## config.mk

```make
export PLATFORM = sky130hd
export DESIGN_NAME = cga_text_writer
export DESIGN_NICKNAME = d
export VERILOG_FILES = /design/src/rtl/cga_text_writer.sv
export SDC_FILE = /design/constraint.sdc
export NUM_CORES = 1
export LEC_CHECK = 0
export BUFFER_PORTS_ARGS = -buffer_cell sky130_fd_sc_hd__buf_4
export CORE_MARGIN = 2
export CORE_UTILIZATION = 40
export CTS_CLUSTER_DIAMETER = 50
export DETAILED_ROUTE_END_ITERATION = 7
export GPL_ROUTABILITY_DRIVEN = 0
export HOLD_SLACK_MARGIN = 0.06
export PLACE_DENSITY = 0.63
export SLEW_MARGIN = 40
export SYNTH_ARGS = -nofsm -noshare
export SYNTH_HDL_FRONTEND = slang
export SYNTH_SLANG_ARGS = --single-unit
```

## constraint.sdc

```tcl
create_clock -name clock_25 -period 5.35 [get_ports clock_25]
set_clock_uncertainty 0.2 [all_clocks]
set_input_delay 0.8025 -clock clock_25 [delete_from_list [all_inputs] [get_ports clock_25]]
set_output_delay 0.8025 -clock clock_25 [all_outputs]
set_load 0.02 [all_outputs]
```

## src/rtl/cga_text_writer.sv

```systemverilog
// Terminal-style byte-stream writer for the 80x25 CGA text VRAM: control codes, cursor tracking, scroll by copy.
// One byte accepted per IDLE cycle; printable chars take 2 write cycles, clear takes 4000 cycles, scroll takes 7840 cycles.
module cga_text_writer #(
  parameter int         COLS  = 80,
  parameter int         ROWS  = 25,
  parameter logic [7:0] ATTR  = 8'h07,
  parameter logic [7:0] BLANK = 8'h20
) (
  input  logic        clock_25,
  input  logic        reset,
  input  logic [7:0]  char_in,
  input  logic        char_valid,
  output logic        char_ready,
  output logic [11:0] vram_address,
  output logic [7:0]  vram_wdata,
  output logic        vram_we,
  input  logic [7:0]  vram_rdata,
  output logic [6:0]  cursor_x,
  output logic [4:0]  cursor_y
);

  localparam logic [2:0] S_CLEAR    = 3'd0;
  localparam logic [2:0] S_IDLE     = 3'd1;
  localparam logic [2:0] S_WR_CHR   = 3'd2;
  localparam logic [2:0] S_WR_ATR   = 3'd3;
  localparam logic [2:0] S_SCR_RD   = 3'd4;
  localparam logic [2:0] S_SCR_WR   = 3'd5;
  localparam logic [2:0] S_SCR_FILL = 3'd6;

  localparam logic [11:0] LAST_BYTE = 12'(2 * COLS * ROWS - 1);
  localparam logic [11:0] COPY_LAST = 12'(2 * COLS * (ROWS - 1) - 1);
  localparam logic [11:0] ROW_BYTES = 12'(2 * COLS);
  localparam logic [6:0]  X_LAST    = 7'(COLS - 1);
  localparam logic [4:0]  Y_LAST    = 5'(ROWS - 1);

  logic [2:0]  state;
  logic [11:0] idx;
  logic [7:0]  chr;
  logic        run;
  logic [11:0] row_base;
  logic [11:0] cell_idx;
  logic [11:0] cell_addr;

  // y*80 as (y<<6)+(y<<4); the shift form assumes COLS=80.
  assign row_base  = ({7'd0, cursor_y} << 6) + ({7'd0, cursor_y} << 4);
  assign cell_idx  = row_base + {5'd0, cursor_x};
  assign cell_addr = {cell_idx[10:0], 1'b0};

  // run holds every output quiet during reset and the first cycle after release.
  always_comb begin
    char_ready   = 1'b0;
    vram_we      = 1'b0;
    vram_address = 12'd0;
    vram_wdata   = 8'd0;
    if (run) begin
      case (state)
        S_CLEAR, S_SCR_FILL: begin
          vram_we      = 1'b1;
          vram_address = idx;
          vram_wdata   = idx[0] ? ATTR : BLANK;
        end
        S_IDLE: char_ready = 1'b1;
        S_WR_CHR: begin
          vram_we      = 1'b1;
          vram_address = cell_addr;
          vram_wdata   = chr;
        end
        S_WR_ATR: begin
          vram_we      = 1'b1;
          vram_address = cell_addr | 12'd1;
          vram_wdata   = ATTR;
        end
        S_SCR_RD: vram_address = idx + ROW_BYTES;
        S_SCR_WR: begin
          vram_we      = 1'b1;
          vram_address = idx;
          vram_wdata   = vram_rdata;
        end
        default: ;
      endcase
    end
  end

  always_ff @(posedge clock_25 or posedge reset) begin
    if (reset) begin
      state    <= S_CLEAR;
      idx      <= 12'd0;
      chr      <= 8'd0;
      run      <= 1'b0;
      cursor_x <= 7'd0;
      cursor_y <= 5'd0;
    end else begin
      run <= 1'b1;
      if (run) begin
        case (state)
          S_CLEAR: begin
            if (idx == LAST_BYTE) begin
              idx      <= 12'd0;
              cursor_x <= 7'd0;
              cursor_y <= 5'd0;
              state    <= S_IDLE;
            end else begin
              idx <= idx + 12'd1;
            end
          end
          S_IDLE: begin
            if (char_valid) begin
              case (char_in)
                8'h0D: cursor_x <= 7'd0;
                8'h0A: begin
                  if (cursor_y < Y_LAST) begin
                    cursor_y <= cursor_y + 5'd1;
                  end else begin
                    idx   <= 12'd0;
                    state <= S_SCR_RD;
                  end
                end
                8'h08: if (cursor_x != 7'd0) cursor_x <= cursor_x - 7'd1;
                8'h0C: begin
                  idx   <= 12'd0;
                  state <= S_CLEAR;
                end
                default: begin
                  chr   <= char_in;
                  state <= S_WR_CHR;
                end
              endcase
            end
          end
          S_WR_CHR: state <= S_WR_ATR;
          S_WR_ATR: begin
            if (cursor_x < X_LAST) begin
              cursor_x <= cursor_x + 7'd1;
              state    <= S_IDLE;
            end else begin
              cursor_x <= 7'd0;
              if (cursor_y < Y_LAST) begin
                cursor_y <= cursor_y + 5'd1;
                state    <= S_IDLE;
              end else begin
                idx   <= 12'd0;
                state <= S_SCR_RD;
              end
            end
          end
          S_SCR_RD: state <= S_SCR_WR;
          // After the last copy idx lands on the first byte of the bottom row.
          S_SCR_WR: begin
            idx   <= idx + 12'd1;
            state <= (idx == COPY_LAST) ? S_SCR_FILL : S_SCR_RD;
          end
          S_SCR_FILL: begin
            if (idx == LAST_BYTE) begin
              idx      <= 12'd0;
              cursor_y <= Y_LAST;
              state    <= S_IDLE;
            end else begin
              idx <= idx + 12'd1;
            end
          end
          default: state <= S_CLEAR;
        endcase
      end
    end
  end

endmodule

```

==> reports/qor.yml <==
finish:
  area_growth_pct: 14.1
  n_antenna_cell: 0
  seqCellArea_um2: 903
  drive_gt1_share_pct: 19.2
  fin_cells: 581
  final_cell_mix: "buf_4 (55), a21oi_1 (35), dfrtp_1 (34), nor2_1 (33), o21ai_0 (27)"
  nNetsFinal: 510
  layout_commonest_cell: "buf_4"
  post-route-util_pct: 46.8
  fill_cells: 894
  multiInputGateArea_mm2: 0.00242
floorplanning:
  die_h_um: 98.3
  start_util_pct: 41.0
  rows: 34
  die_x_um: 98.3
  core_area_mm2: 0.00868
  ios: 53
  dieArea_mm2: 0.00966
sta:
  min_period_over_period_pct: 77.6
  finalSetupTns_ps: 0
  finalHoldViolCount: 0
  setup_viol: 0
  fin_crit_ps: 4150
  worst_pin_slew_ps: 815
  drv_slew: 0
  slew_headroom_pct: 45.5
  max_freq_mhz: 241
  rsz0062_at_grt: "no"
global_route:
  grt_pass1_vias: 3337
  gr-usage-all-layers_pct: 21.9
  grt_max_degree: 37
  grt_antenna_before_repair: 0
  grt_pass1_wl_um: 17400
  grt_remaining_overflow: 0
place:
  dp.cells: 571
  port-buffer-count: 52
  hpwl_um: 7770
clock_tree:
  clockRootBuffer: "clkbuf_8"
  post_cts_buffers: 0
  postCtsHoldBufs: 0
  cts_buffers: 5
  clockBufferDepth: 2
  clkSlewWorstSetupHoldPaths_ps: 80
  cts_resized: 0
  cts_max_level: 2
  cts_tree: "done"
  cts_sinks: 36
  clk-insertion-delay-late_ps: 300
route:
  antenna_left: 0
  num_vias: 3655
  drc: 0
  drtIter0Drc: 268
  wire_per_inst_um: 18.4
  vias_per_cell: 6.29
  drt_first_pass_iters: 5
  wl_um: 10700
yosys:
  synth_cell_type_count: 75
  ys_seq_area_share_pct: 25.3
  synth_edf_count: 0
  netlist_instances: 445
  yosys_warnings: 0
  async_reset_ff_share_pct: 100
  synth-seq-cells: 36
  syn-num-nets: 483
  synth-main-ff-cell: "dfrtp_1"
  avgSynthCellArea_um2: 7.99
  synthesis.area_mm2: 0.00356
hold_path:
  hp-class: "flip-flop to flip-flop"
pwr:
  p_int_mw: 0.469
  total_power_mw: 0.744
  p_switching_mw: 0.275
  max-vdd-ir-drop_mv: 0.0996
  power_frac_comb_pct: 27.6
  power_density_mw_per_mm2: 183
  power_frac_clock_pct: 28.8
  p_sw_share_pct: 37.0
  seq_power_share_pct: 43.6
  leakage_nw: 1.69
worst_setup_path:
  start_kind: "flip-flop"
  path_cells: "inv_1 -> fa_1 -> inv_1 -> o21ai_0 -> buf_4 -> a221oi_1 -> buf_4"
  critical-path-max-stage-delay_ps: 840
  crit_path_end_kind: "primary output"
  critPathSlowestCell: "dfrtp_1"
  crit_arrival_ps: 3150
  cp.required_ps: 4350
  critical_path_class: "flip-flop to primary output"
  crit_fanout: 25
job:
  maxCapViolations: 0
outcome:
  status: "finished clean"
==> worst max-delay path: cells and delay by family (launching register included) <==
family          cells  cell delay, ps
buf+inv             4            1040
flops               1             840
fa+ha+maj           1             490
compound gates      2             480
==> synth_stat cells, types with 5 or more instances <==
cell / n / area, um^2
a211oi_1: 6 / 45.0
a21oi_1: 35 / 175
a22oi_1: 15 / 113
a31oi_1: 6 / 37.5
and3_1: 5 / 31.3
buf_1: 5 / 18.8
buf_2: 6 / 30.0
clkbuf_1: 23 / 86.3
dfrtp_1: 36 / 901
ha_1: 15 / 188
inv_1: 20 / 75.1
mux2_2: 9 / 101
nand2_1: 26 / 97.6
nand2b_1: 5 / 31.3
nand3_1: 6 / 30.0
nand4_1: 8 / 50.1
nor2_1: 33 / 124
nor2b_1: 12 / 75.1
nor3_1: 17 / 85.1
nor4_1: 5 / 31.3
o21ai_0: 27 / 135
o22ai_1: 9 / 56.3
o31ai_1: 14 / 105
o41ai_1: 6 / 52.6
or3_1: 6 / 37.5
xnor2_1: 6 / 52.6
==> path summary, 6_finish.rpt <==
kind / start / end / slack (ps) / depth (start not counted)
max: state[2] / vram_address[9] / 1200 / 7
min: chr[4] / chr[4] / 310 / 1
max reg2reg: state[2] / idx[4] / 1770 / 6
min reg2reg: chr[4] / chr[4] / 310 / 1
max in group asynchronous: reset / state[1] / 4160 / 3
min in group asynchronous: reset / idx[5] / 420 / 3
==> through the flow <==
| stage | cell area, um^2 | hold WS, ps | worst slack, ps |
|---|---|---|---|
| 2_1_floorplan | 3560 | 274 | 1610 |
| 3_3_place_gp | 3940 | 293 | 1670 |
| 3_5_place_dp | 3940 | 300 | 1550 |
| 4_1_cts | 4040 | 318 | 1230 |
| 5_1_grt | 4060 | 329 | 1050 |
| 6_report | 4060 | 311 | 1200 |
==> final cells by class <==
type                    count  area share (%)
repair buffers             57            10.4
inverters                  20            1.85
clock inverters             2           0.370
clock buffers               6            2.04
flip-flops and latches     36            22.3
multi-input cells         352            59.7
well taps                 108            3.33
==> logic make-up (layout without fill, tap and decap cells) <==
family                   Yosys count  in the layout  share of synthesized area, %
AO/OA/AOI/OAI                    169            169                          33.1
AND/OR/NAND/NOR                  143            143                          21.4
buffers and inverters             57             85                          6.76
flip-flops                        36             36                          25.3
adder cells (fa/ha/maj)           19             19                          7.53
multiplexers                      13             13                          4.12
XOR/XNOR                           7              7                          1.72
other                              1              1                         0.105
==> state kept, by name, indices dropped and copies added (netlist names) <==
| register | flops |
|---|---|
| chr | 8 |
| cursor_x | 7 |
| cursor_y | 5 |
| idx | 12 |
| run | 1 |
| state | 3 |
==> metal layers <==
metal,track usage (%),up-vias,part of all wire [%],wire (um)
li1,-,1746,-,-
met1,30.4,1790,45,4820
met2,35.8,108,49,5200
met3,2.93,11,5.1,540
met4,5.90,0,1.1,121
met5,0,-,0,0
==> power groups by stage <==
| stage | Combinational [mW] | Clock [mW] | Sequential, mW |
|---|---|---|---|
| finish | 0.205 | 0.214 | 0.325 |
| global route | 0.225 | 0.226 | 0.327 |
| CTS | 0.203 | 0.217 | 0.322 |
| detailed placement | 0.201 | 0 | 0.328 |
| global placement | 0.199 | 0 | 0.328 |
| floorplan | 0.163 | 0 | 0.299 |
(Power assumes the default switching activity.)
